--- src/rtl/mem_bus_arbiter_pkg.sv ---
// Shared types for the instruction/data memory bus arbiter.
package mem_bus_arbiter_pkg;

  localparam int WORD_W = 32;

  typedef logic [WORD_W-1:0] word_t;

  typedef enum logic [1:0] {
    IDLE = 2'd0,
    REQ  = 2'd1,
    RESP = 2'd2
  } arb_state_t;

  typedef enum logic [1:0] {
    SIZE_BYTE = 2'd0,
    SIZE_HALF = 2'd1,
    SIZE_WORD = 2'd2
  } msize_t;

endpackage

--- src/rtl/mem_bus_arbiter_rr_arb2.sv ---
// Two-way round-robin pick: requester 0 is instruction fetch, requester 1 is data.
module mem_bus_arbiter_rr_arb2 (
  input  logic req0,
  input  logic req1,
  input  logic last,
  output logic valid,
  output logic pick
);

  // On a tie the requester not served last wins; otherwise whoever is asking.
  always_comb begin
    valid = req0 | req1;
    pick  = (req0 & req1) ? ~last : req1;
  end

endmodule

--- src/rtl/mem_bus_arbiter.sv ---
// Shares one SRAM-like bus between instruction fetch and the memory stage,
// one outstanding transaction at a time, with fetch cancellation on flush.
module mem_bus_arbiter
  import mem_bus_arbiter_pkg::*;
#(
  parameter int ADDR_W = 32,
  parameter int DATA_W = 32
) (
  input  logic              clk,
  input  logic              resetn,
  input  logic              i_req,
  input  logic [ADDR_W-1:0] i_addr,
  input  logic              i_cancel,
  output logic              i_addr_ok,
  output logic              i_data_ok,
  output logic [DATA_W-1:0] i_rdata,
  input  logic              d_req,
  input  logic              d_wr,
  input  logic [1:0]        d_size,
  input  logic [ADDR_W-1:0] d_addr,
  input  logic [DATA_W-1:0] d_wdata,
  output logic              d_addr_ok,
  output logic              d_data_ok,
  output logic [DATA_W-1:0] d_rdata,
  output logic              req,
  output logic              wr,
  output logic [1:0]        size,
  output logic [ADDR_W-1:0] addr,
  output logic [DATA_W-1:0] wdata,
  input  logic              addr_ok,
  input  logic              data_ok,
  input  logic [DATA_W-1:0] rdata
);

  arb_state_t        state;
  logic              grant;
  logic              last;
  logic              cancelled;
  logic              wr_q;
  logic [1:0]        size_q;
  logic [ADDR_W-1:0] addr_q;
  logic [DATA_W-1:0] wdata_q;

  logic eff_i_req;
  logic any_req;
  logic pick;
  logic accept;
  logic done;
  logic cancel_hit;

  assign eff_i_req  = i_req & ~i_cancel;
  assign accept     = (state == IDLE) & any_req;
  assign done       = (state == RESP) & data_ok;
  assign cancel_hit = i_cancel & ~grant & ((state == REQ) | (state == RESP));

  mem_bus_arbiter_rr_arb2 u_rr (
    .req0  (eff_i_req),
    .req1  (d_req),
    .last  (last),
    .valid (any_req),
    .pick  (pick)
  );

  // Transaction sequencer: accept and latch a request, run the address phase, wait for data.
  always_ff @(posedge clk or negedge resetn) begin
    if (!resetn) begin
      state     <= IDLE;
      grant     <= 1'b0;
      last      <= 1'b0;
      cancelled <= 1'b0;
      wr_q      <= 1'b0;
      size_q    <= 2'd0;
      addr_q    <= '0;
      wdata_q   <= '0;
    end else begin
      case (state)
        IDLE: begin
          if (any_req) begin
            grant <= pick;
            last  <= pick;
            state <= REQ;
            if (pick) begin
              wr_q    <= d_wr;
              size_q  <= d_size;
              addr_q  <= d_addr;
              wdata_q <= d_wdata;
            end else begin
              wr_q    <= 1'b0;
              size_q  <= SIZE_WORD;
              addr_q  <= i_addr;
              wdata_q <= '0;
            end
          end
        end
        REQ: begin
          if (cancel_hit) cancelled <= 1'b1;
          if (addr_ok) state <= RESP;
        end
        RESP: begin
          if (data_ok) begin
            state     <= IDLE;
            cancelled <= 1'b0;
          end else if (cancel_hit) begin
            cancelled <= 1'b1;
          end
        end
        default: state <= IDLE;
      endcase
    end
  end

  // Handshake pulses to the requesters and bus-side drive from the latched fields.
  always_comb begin
    i_addr_ok = accept & ~pick;
    d_addr_ok = accept & pick;
    i_data_ok = done & ~grant & ~cancelled & ~i_cancel;
    d_data_ok = done & grant;
    i_rdata   = done ? rdata : '0;
    d_rdata   = done ? rdata : '0;
    req       = (state == REQ);
    wr        = wr_q;
    size      = size_q;
    addr      = addr_q;
    wdata     = wdata_q;
  end

endmodule

--- config.mk ---
export PLATFORM = sky130hd
export DESIGN_NAME = mem_bus_arbiter
export DESIGN_NICKNAME = d
export VERILOG_FILES = /design/src/rtl/mem_bus_arbiter_pkg.sv /design/src/rtl/mem_bus_arbiter_rr_arb2.sv /design/src/rtl/mem_bus_arbiter.sv
export SDC_FILE = /design/constraint.sdc
export NUM_CORES = 1
export LEC_CHECK = 0
export ABC_AREA = 0
export BUFFER_PORTS_ARGS = -buffer_cell sky130_fd_sc_hd__buf_2
export CELL_PAD_IN_SITES_DETAIL_PLACEMENT = 1
export CELL_PAD_IN_SITES_GLOBAL_PLACEMENT = 1
export CORE_ASPECT_RATIO = 0.75
export CORE_MARGIN = 5
export CORE_UTILIZATION = 30
export CTS_CLUSTER_SIZE = 28
export DETAILED_ROUTE_END_ITERATION = 12
export PLACE_DENSITY_LB_ADDON = 0.1
export SYNTH_ARGS = -nofsm -noshare
export SYNTH_HDL_FRONTEND = slang
export SYNTH_SLANG_ARGS = --single-unit
--- constraint.sdc ---
create_clock -name clk -period 2.62 [get_ports clk]
set_input_delay 0.131 -clock clk [delete_from_list [all_inputs] [get_ports clk]]
set_output_delay 0.131 -clock clk [all_outputs]
set_load 0.01 [all_outputs]
==> Word-level counts from Yosys, hierarchy flattened <==
Index checks and enable logic that the tools add are counted.
{ "word_totals": {"inputBits": 138, "register_bits": 71} }
{ "classes": {"n_bitwise": 18, "n_eq_ne": 5, "n_mux": 13, "n_reduce_logical": 4} }
{ "ops": {"columns": ["cell", "n"], "rows": [
  ["two-way mux 32 bit", 3],
  ["bitwise AND 1 bit", 12],
  ["two-way mux 2 bit", 4],
  ["one-hot mux 2 bit (3 select lines)", 1],
  ["two-way mux 1 bit", 4],
  ["inequality test 2 bit, second input constant", 2],
  ["NOT 1 bit", 4],
  ["AND reduction 3 bit", 1],
  ["equality test 2 x 1 -> 1 bit, second input constant", 1],
  ["equality test 2 bit, second input constant", 1],
  ["logical NOT 2 bit", 1],
  ["inequality test 2 x 1 -> 1 bit, second input constant", 1],
  ["OR 1 bit", 2],
  ["one-hot mux 1 bit (2 select lines)", 1],
  ["AND reduction 2 bit", 1],
  ["nonzero test 2 bit", 1]
]} }

==> Longest topological paths before layout <==
Gate-level depths: netlist of the first run.
{ "depth": {"ltp_word": 6, "mapped_depth": 6} }

==> Modules after synthesis <==
A second synthesis of the first run with hierarchy kept.
{ "hier_totals": {"cells_unflattened": 390, "hier_area_um2": 3555.9} }
{ "modules_own_cells": {"columns": ["module", "area_per_inst_um2", "seq_area_each_um2", "n_inst", "cells_per_inst"], "rows": [
  ["mem_bus_arbiter", 3542.1, 1776.7, 1, 388],
  ["mem_bus_arbiter_rr_arb2", 13.8, 0.0, 1, 2]
]} }

==> Worst setup path before layout of the first run <==
Ideal clock, no wire load.
{ "synth_path": {"path_type": "flip-flop to flip-flop", "start": "register state[0]", "end": "register addr_q[23] (netlist: addr[23])", "path_stages_with_launch": 7, "t_required_ns": 2.497, "n_path_buf": 1, "arrival_time_ns": 1.464, "slack_ns": 1.033, "setup_time_ns": 0.123, "cell_sequence": "dfrtp_1 inv_1 ha_1 nand2_2 clkbuf_1 or3_1 o221a_2"} }
{ "synth_between": {"elab_chain_len": 2} }
{ "synth_rtl": {"columns": ["item", "line_no", "source"], "rows": [
  ["from (decl)", "mem_bus_arbiter.sv:35", "arb_state_t state;"],
  ["from (signal assigned)", "mem_bus_arbiter.sv:67", "state <= IDLE;"],
  ["from (signal assigned)", "mem_bus_arbiter.sv:81", "state <= REQ;"],
  ["from (signal assigned)", "mem_bus_arbiter.sv:97", "if (addr_ok) state <= RESP;"],
  ["logical NOT 2 bit", "mem_bus_arbiter.sv:76", "case (state)"],
  ["AND reduction 2 bit (no line)", null, null],
  ["to (signal assigned)", "mem_bus_arbiter.sv:85", "addr_q <= d_addr;"],
  ["to (signal assigned)", "mem_bus_arbiter.sv:90", "addr_q <= i_addr;"],
  ["to (decl)", "mem_bus_arbiter.sv:41", "logic [ADDR_W-1:0] addr_q;"]
]} }
No other way between the ends.
A chain may end at the register's enable or synchronous reset.

==> Worst setup path after layout of the first run <==
{ "layout_path": {"start": "register state[0]", "end": "output port d_addr_ok"} }
{ "layout_between": {"elab_chain_len": 3} }
{ "layout_rtl": {"columns": ["item", "line_no", "source"], "rows": [
  ["logical NOT 2 bit", "mem_bus_arbiter.sv:52", "assign accept = (state == IDLE) & any_req;"],
  ["bitwise AND 1 bit", "mem_bus_arbiter.sv:52", null],
  ["bitwise AND 1 bit", "mem_bus_arbiter.sv:115", "d_addr_ok = accept & pick;"],
  ["to (decl)", "mem_bus_arbiter.sv:22", "output logic d_addr_ok,"]
]} }
No other way between the ends.

==> impl_metrics.json, run 1 <==
{
  "antenna_found_initial": 1,
  "clk_latency_ns": 0.33,
  "die_area_sq_um": 13700,
  "cp.required_ns": 2.49,
  "worst_slew_pin_slew_ns": 0.797,
  "dp_slack_ns": 0.686,
  "ys_warn_count": 0,
  "num_vias": 3347,
  "whs_ns": 0.0254,
  "clk_path_buf_depth": 2,
  "final_antenna_net_count": 0,
  "synthDistinctLibCells": 27,
  "p_leak_nw": 2.80,
  "irDropWorstVdd_mv": 0.458,
  "cp_slowest_cell": "nor2_4",
  "area_growth_pct": 45.2,
  "clock_skew_ns": 0.00410,
  "period_needed_ns": 2.15,
  "place.gp.congestion": 0.751,
  "grt_pass1_wl_um": 19500,
  "cts.reportedPaths.clkPinSlew_ns": 0.06,
  "top_layer_used": "met5",
  "wl_met3_um": 1060,
  "row_count": 33,
  "setup_viol": 0,
  "p_int_mw": 3.60,
  "synth.net_count": 430,
  "post-route-period-util_pct": 82.2,
  "cts_tree": "yes",
  "drc": 0,
  "drtIter0Drc": 110,
  "drt-pass1-iter-count": 4,
  "status": "complete, no violations",
  "wl_met1_um": 5350,
  "slew_headroom_pct": 46.8,
  "cp.arrival_ns": 2.02,
  "grt_max_degree": 39,
  "met2_length_um": 6190,
  "setup.worst_path.start": "state[0]",
  "path_class": "register to output port",
  "via_per_inst": 5.00,
  "root_buffer": "clkbuf_16",
  "rsz0062_at_grt": "no",
  "pwr_density_cell_nw_per_um2": 1140,
  "critPathCaptureType": "output port",
  "ys_seq_area_share_pct": 51.6,
  "path_cells": "inv_1 > ha_1 > nand2_2 > nor2_4 > buf_2",
  "worstPathMaxFanout": 28,
  "cts_sinks": 71,
  "slew_viol_final": 0,
  "drive_gt1_share_pct": 63.1,
  "hp-class": "input port to register",
  "swShare_pct": 36.8,
  "dpl-instance-area_sq_um": 4690,
  "hpwlAfterDp_um": 9730,
  "initial_core_util_pct": 31.1,
  "fillerInstances": 1292,
  "synth_area_leaders": "dfrtp_1, o221a_2, a22o_1, buf_4, and3_1",
  "wl_per_cell_um": 19.0,
  "comb_power_share_pct": 44.3,
  "power_switching_mw": 2.09,
  "yosys_register_bits": 71,
  "ctsHtreeMaxLevel": 3,
  "fin_area_sq_um": 5000,
  "grt_pass1_vias": 3617,
  "fin_nets": 666,
  "io_pins": 274,
  "min-delay-start": "d_wdata[24]",
  "antennaDiodeCount": 0,
  "syn_inst": 288,
  "drt-total-wl_um": 12700,
  "synth_area_sq_um": 3440,
  "maxCapViolCount": 0,
  "startpoint_type": "register",
  "finalHoldViolCount": 0,
  "coreArea_sq_um": 11100,
  "grtUsageTotal_pct": 17.9,
  "synth_top_area_share_pct": 51.6,
  "layout_setup_ws_ns": 0.466,
  "max_stage_delay_ns": 0.54,
  "cts_buffers": 9,
  "timing.rr.start": "state[0]",
  "pwr-share-seq_pct": 34.4,
  "fp.dieW_um": 134,
  "grt-ovfl-total": 0,
  "yosysTopAreaCell": "dfrtp_1",
  "timing.fmax_mhz": 464,
  "pwr-share-clk_pct": 21.3,
  "setup_tns_ns": 0,
  "die_h_um": 103,
  "avgSynthCellArea_sq_um": 11.9,
  "portBuffers": 273
}
registers in the layout, summed over array words and instances, names as in the netlist:
register and cells:
wr 1, addr 32, wdata 32, last 1, size 2, cancelled 1
state 2
worst max-delay path, delay by kind of cell (launching register included):
family | cells | cell delay [ns]
buffers and inverters | 2 | 0.37
adders and majority gates | 1 | 0.28
DFF | 1 | 0.39
and+or+nand+nor | 2 | 0.65
per-stage QoR:
stage	instances	total power, mW	utilization (%)
global route	669	6.07	45.2
floorplan	288	3.46	-
finish	669	5.69	45.2
CTS	669	5.78	45.2
detailed placement	652	4.53	42.4
global placement	652	4.47	42.4
cell usage in the layout, fill, tap and decap left out, drive strengths merged:
cell type    count
clkinv           1
nor4             1
nor2b            1
mux2             1
dfrtp           71
nor2             2
o32a             1
dlygate4sd3      1
o21ai            1
o221a           33
o22ai            1
or3             32
and3            32
clkbuf          10
clkinvlp         3
inv              6
buf            282
a31oi            2
and3b            1
nand3            1
nand2b           3
ha               4
o21a             1
bufinv           1
mux2i            1
nand2            2
a22o            34
cell families (layout without fill, tap and decap cells):
logic type | count (synthesis) | after routing | share of synthesized area (%)
AOI/OAI and AO/OA | 73 | 73 | 20.8
DFF | 71 | 71 | 51.6
muxes | 2 | 2 | 0.618
buffers and inverters | 63 | 304 | 11.8
adders and majority gates | 4 | 4 | 1.45
and+or+nand+nor | 75 | 75 | 13.7
metal layers:
metal / vias to the layer above / global-route usage [%]
li1: 1531 / -
met1: 1650 / 22.0
met2: 152 / 30.9
met3: 12 / 6.59
met4: 2 / 3.64
met5: - / 0
power by group through the flow:
stage | combinational (mW) | sequential (mW) | clock [mW]
CTS | 2.57 | 1.97 | 1.25
detailed placement | 2.57 | 1.96 | 0
floorplan | 1.27 | 2.19 | 0
finish | 2.52 | 1.96 | 1.21
global route | 2.73 | 2.03 | 1.30
global placement | 2.52 | 1.95 | 0
what timing repair did:
| action | CTS | global route |
|---|---|---|
| setup buffers | 0 | 0 |
| gates resized for setup | 0 | 0 |
| hold buffers | 1 | 0 |
| endpoints found under the hold margin | 33 | 0 |
cells in the mapped netlist:
cell,instances
o21ai_2,1
inv_1,5
nor4_1,1
mux2i_1,1
a22o_1,34
ha_1,4
and3_1,32
o22ai_1,1
o21a_1,1
mux2_1,1
buf_6,4
a31oi_1,2
and3b_1,1
nor2_1,1
or3_1,32
buf_4,35
clkbuf_1,13
o221a_2,33
nand2_1,1
nand2b_1,3
o32a_1,1
buf_2,6
nand2_2,1
nand3_1,1
nor2_4,1
dfrtp_1,71
nor2b_2,1
cell type report:
type	count	area [sq um]	share of cell area, %
clock inverters	6	70.1	1.40
multi-input cells	154	1260	25.2
repair buffers	283	1470	29.4
flip-flops and latches	71	1780	35.6
well taps	140	175	3.51
inverters	5	18.8	0.376
clock buffers	10	229	4.58
final timing paths:
path	endpoint	slack (ns)	depth (start not counted)
worst max-delay path	d_addr_ok	0.47	5
worst min-delay path	wdata[24]	0.03	2
worst max register to register	wdata[1]	0.68	6
worst min register to register	wdata[0]	0.49	1
max in group asynchronous	addr[25]	1.50	3
min in group asynchronous	addr[16]	0.43	2
Note: power is estimated with default switching activity, not from simulation.
==> run 2, diff against run 1 <==
--- a/config.mk
+++ b/config.mk
@@ -11,7 +11,7 @@
 export CELL_PAD_IN_SITES_GLOBAL_PLACEMENT = 1
 export CORE_ASPECT_RATIO = 0.75
 export CORE_MARGIN = 5
-export CORE_UTILIZATION = 30
+export CORE_UTILIZATION = 28
 export CTS_CLUSTER_SIZE = 28
 export DETAILED_ROUTE_END_ITERATION = 12
 export PLACE_DENSITY_LB_ADDON = 0.1
==> constraint.sdc (replaced) <==
create_clock -name clk -period 2.15 [get_ports clk]
set_input_delay 0.1075 -clock clk [delete_from_list [all_inputs] [get_ports clk]]
set_output_delay 0.1075 -clock clk [all_outputs]
set_load 0.01 [all_outputs]
==> run 2 against run 1 <==
Design area grew 7.3%. Clock power grew 32%. Critical path type unchanged. Count of clock-buffer cells in the layout shrank 1. Highest routed layer unchanged.
==> impl_metrics.json, run 2 (synthesis gave the netlist of run 1 again) <==
{
  "status": "complete, no violations",
  "crit_top_cell": "buf_12",
  "row_count": 35,
  "num_vias": 3436,
  "cts_tree": "yes",
  "wl_per_cell_um": 18.2,
  "cts.reportedPaths.clkPinSlew_ns": 0.06,
  "cp.arrival_ns": 1.91,
  "antenna_found_initial": 1,
  "pwr-share-seq_pct": 33.5,
  "grt_max_degree": 40,
  "grt-ovfl-total": 0,
  "drt-total-wl_um": 13200,
  "fp.dieW_um": 138,
  "cts_buffers": 9,
  "post-route-period-util_pct": 93.7,
  "worstPathMaxFanout": 35,
  "io_pins": 274,
  "grt_pass1_vias": 3803,
  "startpoint_type": "register",
  "slew_headroom_pct": 66.7,
  "p_leak_nw": 2.95,
  "irDropWorstVdd_mv": 0.462,
  "worst_slew_pin_slew_ns": 0.500,
  "grt_pass1_wl_um": 20900,
  "antennaDiodeCount": 0,
  "rsz0062_at_grt": "no",
  "whs_ns": 0.0154,
  "clock_skew_ns": 0.00718,
  "timing.fmax_mhz": 496,
  "hp-class": "input port to register",
  "area_growth_pct": 55.8,
  "p_int_mw": 4.57,
  "max_stage_delay_ns": 0.38,
  "dp_cells": 680,
  "initial_core_util_pct": 28.3,
  "comb_power_share_pct": 44.1,
  "fin_nets": 695,
  "drc": 0,
  "ctsHtreeMaxLevel": 3,
  "cts_sinks": 71,
  "pwr_density_cell_nw_per_um2": 1330,
  "path_buf_inv": 4,
  "hpwlAfterDp_um": 10100,
  "layout_common_cells": "buf_2, dfrtp_1, a22o_1, o221a_2",
  "die_area_sq_um": 14600,
  "place.gp.congestion": 0.735,
  "cp_slowest_cell": "dfrtp_1",
  "die_h_um": 106,
  "drt-pass1-iter-count": 4,
  "setup_viol": 0,
  "drtIter0Drc": 143,
  "root_buffer": "clkbuf_16",
  "power_switching_mw": 2.57,
  "stdcell_count": 724,
  "path_cells": "inv_1 > ha_2 > nand2_4 > buf_12 > nor2_4 > buf_12 > buf_2",
  "grtUsageTotal_pct": 17.7,
  "via_per_inst": 4.75,
  "path_class": "register to output port",
  "finalHoldViolCount": 0,
  "maxCapViolCount": 0,
  "setup_tns_ns": 0,
  "final_antenna_net_count": 0,
  "slew_viol_final": 0,
  "critPathCaptureType": "output port",
  "portBuffers": 273,
  "cp.required_ns": 2.04,
  "clk_latency_ns": 0.33,
  "clk_path_buf_depth": 2,
  "period_needed_ns": 2.02,
  "crit_family": "buffers and inverters",
  "drive_gt1_share_pct": 60.6,
  "pwr-share-clk_pct": 22.5,
  "coreArea_sq_um": 12200,
  "swShare_pct": 36.0,
  "post_cts_buffers": 0,
  "final_common_cell": "buf_2"
}
[run 2: cell types whose count changed in the layout (fill, tap and decap cells not counted), sizes merged]
cell and delta:
bufinv +1, clkinvlp -3, dlygate4sd3 +27, buf +2, clkbuf -1, clkinv +3
[run 2: stage by stage]
step                      instance area [sq um]  util, %  setup slack [ns]  power (mW)
final                                      5360     44.0             0.135        7.14
after global routing                       5360     44.0            0.0191        7.61
after CTS                                  5360     44.0            0.0398        7.27
after detailed placement                   4750     39.0             0.354        5.55
after global placement                     4750     39.0             0.438        5.46
after floorplan                            3440        -             0.563        4.22
[run 2: path summary, 6_finish.rpt]
path / from / to / slack [ns] / cells after the start
hold reg to reg: wdata[17] / wdata[17] / 0.49 / 1
max in group asynchronous: resetn / wdata[29] / 1.21 / 3
setup reg to reg: state[1] / addr[30] / 0.46 / 6
min in group asynchronous: resetn / wdata[6] / 0.29 / 2
setup / recovery: state[1] / d_addr_ok / 0.13 / 7
hold / removal: d_wdata[13] / wdata[13] / 0.02 / 2
[run 2: routing by layer]
metal / up-vias / global-route usage [%] / wire (um)
li1: 1604 / - / -
met2: 144 / 29.5 / 6420
met3: 16 / 5.26 / 781
met5: - / 0 / 20
met4: 2 / 4.72 / 206
met1: 1670 / 22.4 / 5770
[run 2: final cells by class]
class	instances	area [sq um]
tap	166	208
inverter	5	18.8
sequential	71	1780
timing repair buffer	312	1770
clock buffer	9	225
clock inverter	7	96.3
fill	1457	6810
multi-input combinational	154	1270
[run 2: repair_timing]
item                                    CTS  global route
pin swaps                                 0             0
endpoints found under the setup margin    1             1
gates resized for setup                   1             1
endpoints found under the hold margin    64             0
hold buffers                             28             0
[run 2: power groups by stage]
stage	clock [mW]	sequential [mW]	combinational (mW)
floorplan	0	2.67	1.55
global placement	0	2.39	3.07
detailed placement	0	2.40	3.15
CTS	1.68	2.39	3.21
global route	1.72	2.47	3.42
finish	1.60	2.39	3.15
==> run 3, diff against run 2 <==
--- a/config.mk
+++ b/config.mk
@@ -14,6 +14,7 @@
 export CORE_UTILIZATION = 28
 export CTS_CLUSTER_SIZE = 28
 export DETAILED_ROUTE_END_ITERATION = 12
+export MAX_ROUTING_LAYER = met4
 export PLACE_DENSITY_LB_ADDON = 0.1
 export SYNTH_ARGS = -nofsm -noshare
 export SYNTH_HDL_FRONTEND = slang
==> run 3 against run 2 <==
Clock skew barely moved. Final cell count rose by 0.14%. Fmax barely moved. Critical path type unchanged. Core utilization barely moved. Die area did not move. Non-clock buffer count did not move. Critical endpoint unchanged. Via count barely moved. Global-route usage rose by 0.51 points. Power barely moved. Largest cell class unchanged.
==> impl_metrics.json, run 3 (synthesis gave the netlist of run 1 again) <==
{
  "comb_power_share_pct": 44.1,
  "regArea_sq_um": 1780,
  "fin_nets": 695,
  "coreArea_sq_um": 12200,
  "irDropWorstVdd_mv": 0.463,
  "reg2reg_to": "addr[30]",
  "post-route-period-util_pct": 93.8,
  "slew_headroom_pct": 66.7,
  "rsz0062_at_grt": "no",
  "root_buffer": "clkbuf_16",
  "portBuffers": 273,
  "cts_buffers": 9,
  "grtUsageTotal_pct": 18.2,
  "grt_pass1_vias": 3797,
  "timing.fmax_mhz": 496,
  "max_stage_delay_ns": 0.38,
  "post_cts_buffers": 0,
  "pwr_density_cell_nw_per_um2": 1330,
  "stdcell_count": 725,
  "worstPathMaxFanout": 35,
  "initial_core_util_pct": 28.3,
  "grt-ovfl-total": 0,
  "cts.reportedPaths.clkPinSlew_ns": 0.06,
  "place.gp.congestion": 0.744,
  "wl_per_cell_um": 18.2,
  "cp.required_ns": 2.04,
  "hp-class": "input port to register",
  "crit_family": "buffers and inverters",
  "worst_slew_pin_slew_ns": 0.499,
  "drt-total-wl_um": 13200,
  "setup_viol": 0,
  "path_class": "register to output port",
  "swShare_pct": 36.0,
  "num_vias": 3433,
  "cts_tree": "yes",
  "timing.rr.start": "state[1]",
  "critPathCaptureType": "output port",
  "grt_max_degree": 40,
  "layout_setup_ws_ns": 0.134,
  "cp_slowest_cell": "dfrtp_1",
  "dp_slack_ns": 0.354,
  "clock_skew_ns": 0.00753,
  "final_antenna_net_count": 0,
  "reg2reg_slack_ns": 0.46,
  "status": "complete, no violations",
  "period_needed_ns": 2.02,
  "fillerInstances": 1458,
  "antenna_found_initial": 1,
  "maxCapViolCount": 0,
  "path_cells": "inv_1 > ha_2 > nand2_4 > buf_12 > nor2_4 > buf_12 > buf_2",
  "min_to": "wdata[13]",
  "final_common_cell": "buf_2",
  "die_area_sq_um": 14600,
  "row_count": 35,
  "drc": 0,
  "drt-pass1-iter-count": 4,
  "setup_tns_ns": 0,
  "die_h_um": 106,
  "crit_top_cell": "buf_12",
  "hold_depth": 2,
  "drive_gt1_share_pct": 60.6,
  "hpwlAfterDp_um": 10100,
  "power_switching_mw": 2.57,
  "layout_common_cells": "buf_2, dfrtp_1, a22o_1, o221a_2",
  "area_growth_pct": 55.9,
  "min-delay-start": "d_wdata[13]",
  "pwr-share-clk_pct": 22.5,
  "multi_input_area_sq_um": 1270,
  "via_per_inst": 4.74,
  "clk_path_buf_depth": 2,
  "path_buf_inv": 4,
  "finalHoldViolCount": 0,
  "io_pins": 274,
  "p_int_mw": 4.57,
  "startpoint_type": "register",
  "drtIter0Drc": 125,
  "ctsHtreeMaxLevel": 3,
  "rr_worst_depth": 6,
  "dp_cells": 680,
  "clk_latency_ns": 0.33,
  "cp.arrival_ns": 1.91,
  "pwr-share-seq_pct": 33.4,
  "cts_sinks": 71,
  "p_leak_nw": 2.95,
  "grt_pass1_wl_um": 20900,
  "fp.dieW_um": 138,
  "slew_viol_final": 0
}
-- run 3: cell types whose count changed in the layout (fill, tap and decap cells not counted) --
cell,change
diode_2,+1
-- run 3: layout make-up --
type / count / share of cell area [%]
flip-flops and latches: 71 / 33.1
well taps: 166 / 3.87
diodes: 1 / 0.0467
repair buffers: 312 / 33.0
clock inverters: 7 / 1.80
inverters: 5 / 0.350
multi-input cells: 154 / 23.6
clock buffers: 9 / 4.20
-- run 3: metrics by stage --
stage          total power, mW  area, sq um  hold WS (ns)  util [%]
2_1_floorplan             4.22         3440        -0.188         -
3_3_place_gp              5.46         4750         0.114      39.0
3_5_place_dp              5.55         4750         0.111      39.0
4_1_cts                   7.27         5360       0.00151      44.0
5_1_grt                   7.61         5360        0.0104      44.0
6_report                  7.14         5360        0.0154      44.0
-- run 3: worst max-delay path by stage --
stage | end | slack (ns) | from | cells after the start
finish | d_addr_ok | 0.13 | state[1] | 7
global route | d_addr_ok | 0.02 | state[0] | 7
CTS | d_addr_ok | 0.04 | state[1] | 7
detailed placement | addr[14] | 0.35 | state[1] | 6
global placement | d_addr_ok | 0.44 | state[1] | 7
floorplan | addr[23] | 0.56 | state[0] | 6
-- run 3: repair_timing --
action,CTS,global route
hold buffers,28,0
hold endpoints to repair,64,0
setup endpoints to repair,1,1
gates resized for setup,1,1
-- run 3: power groups by stage --
| stage | Sequential, mW | Clock [mW] | Combinational [mW] |
|---|---|---|---|
| 2_1_floorplan | 2.67 | 0 | 1.55 |
| 5_1_grt | 2.47 | 1.72 | 3.42 |
| 4_1_cts | 2.39 | 1.68 | 3.21 |
| 3_5_place_dp | 2.40 | 0 | 3.15 |
| 6_report | 2.39 | 1.60 | 3.15 |
| 3_3_place_gp | 2.39 | 0 | 3.07 |
-- run 3: per-layer routing --
layer / global-route usage, % / part of all wire, % / vias up
li1: - / - / 1606
met1: 22.6 / 44 / 1667
met2: 29.5 / 49 / 146
met3: 4.99 / 5.9 / 14
met4: 4.72 / 1.6 / 0
met5: - / 0 / -
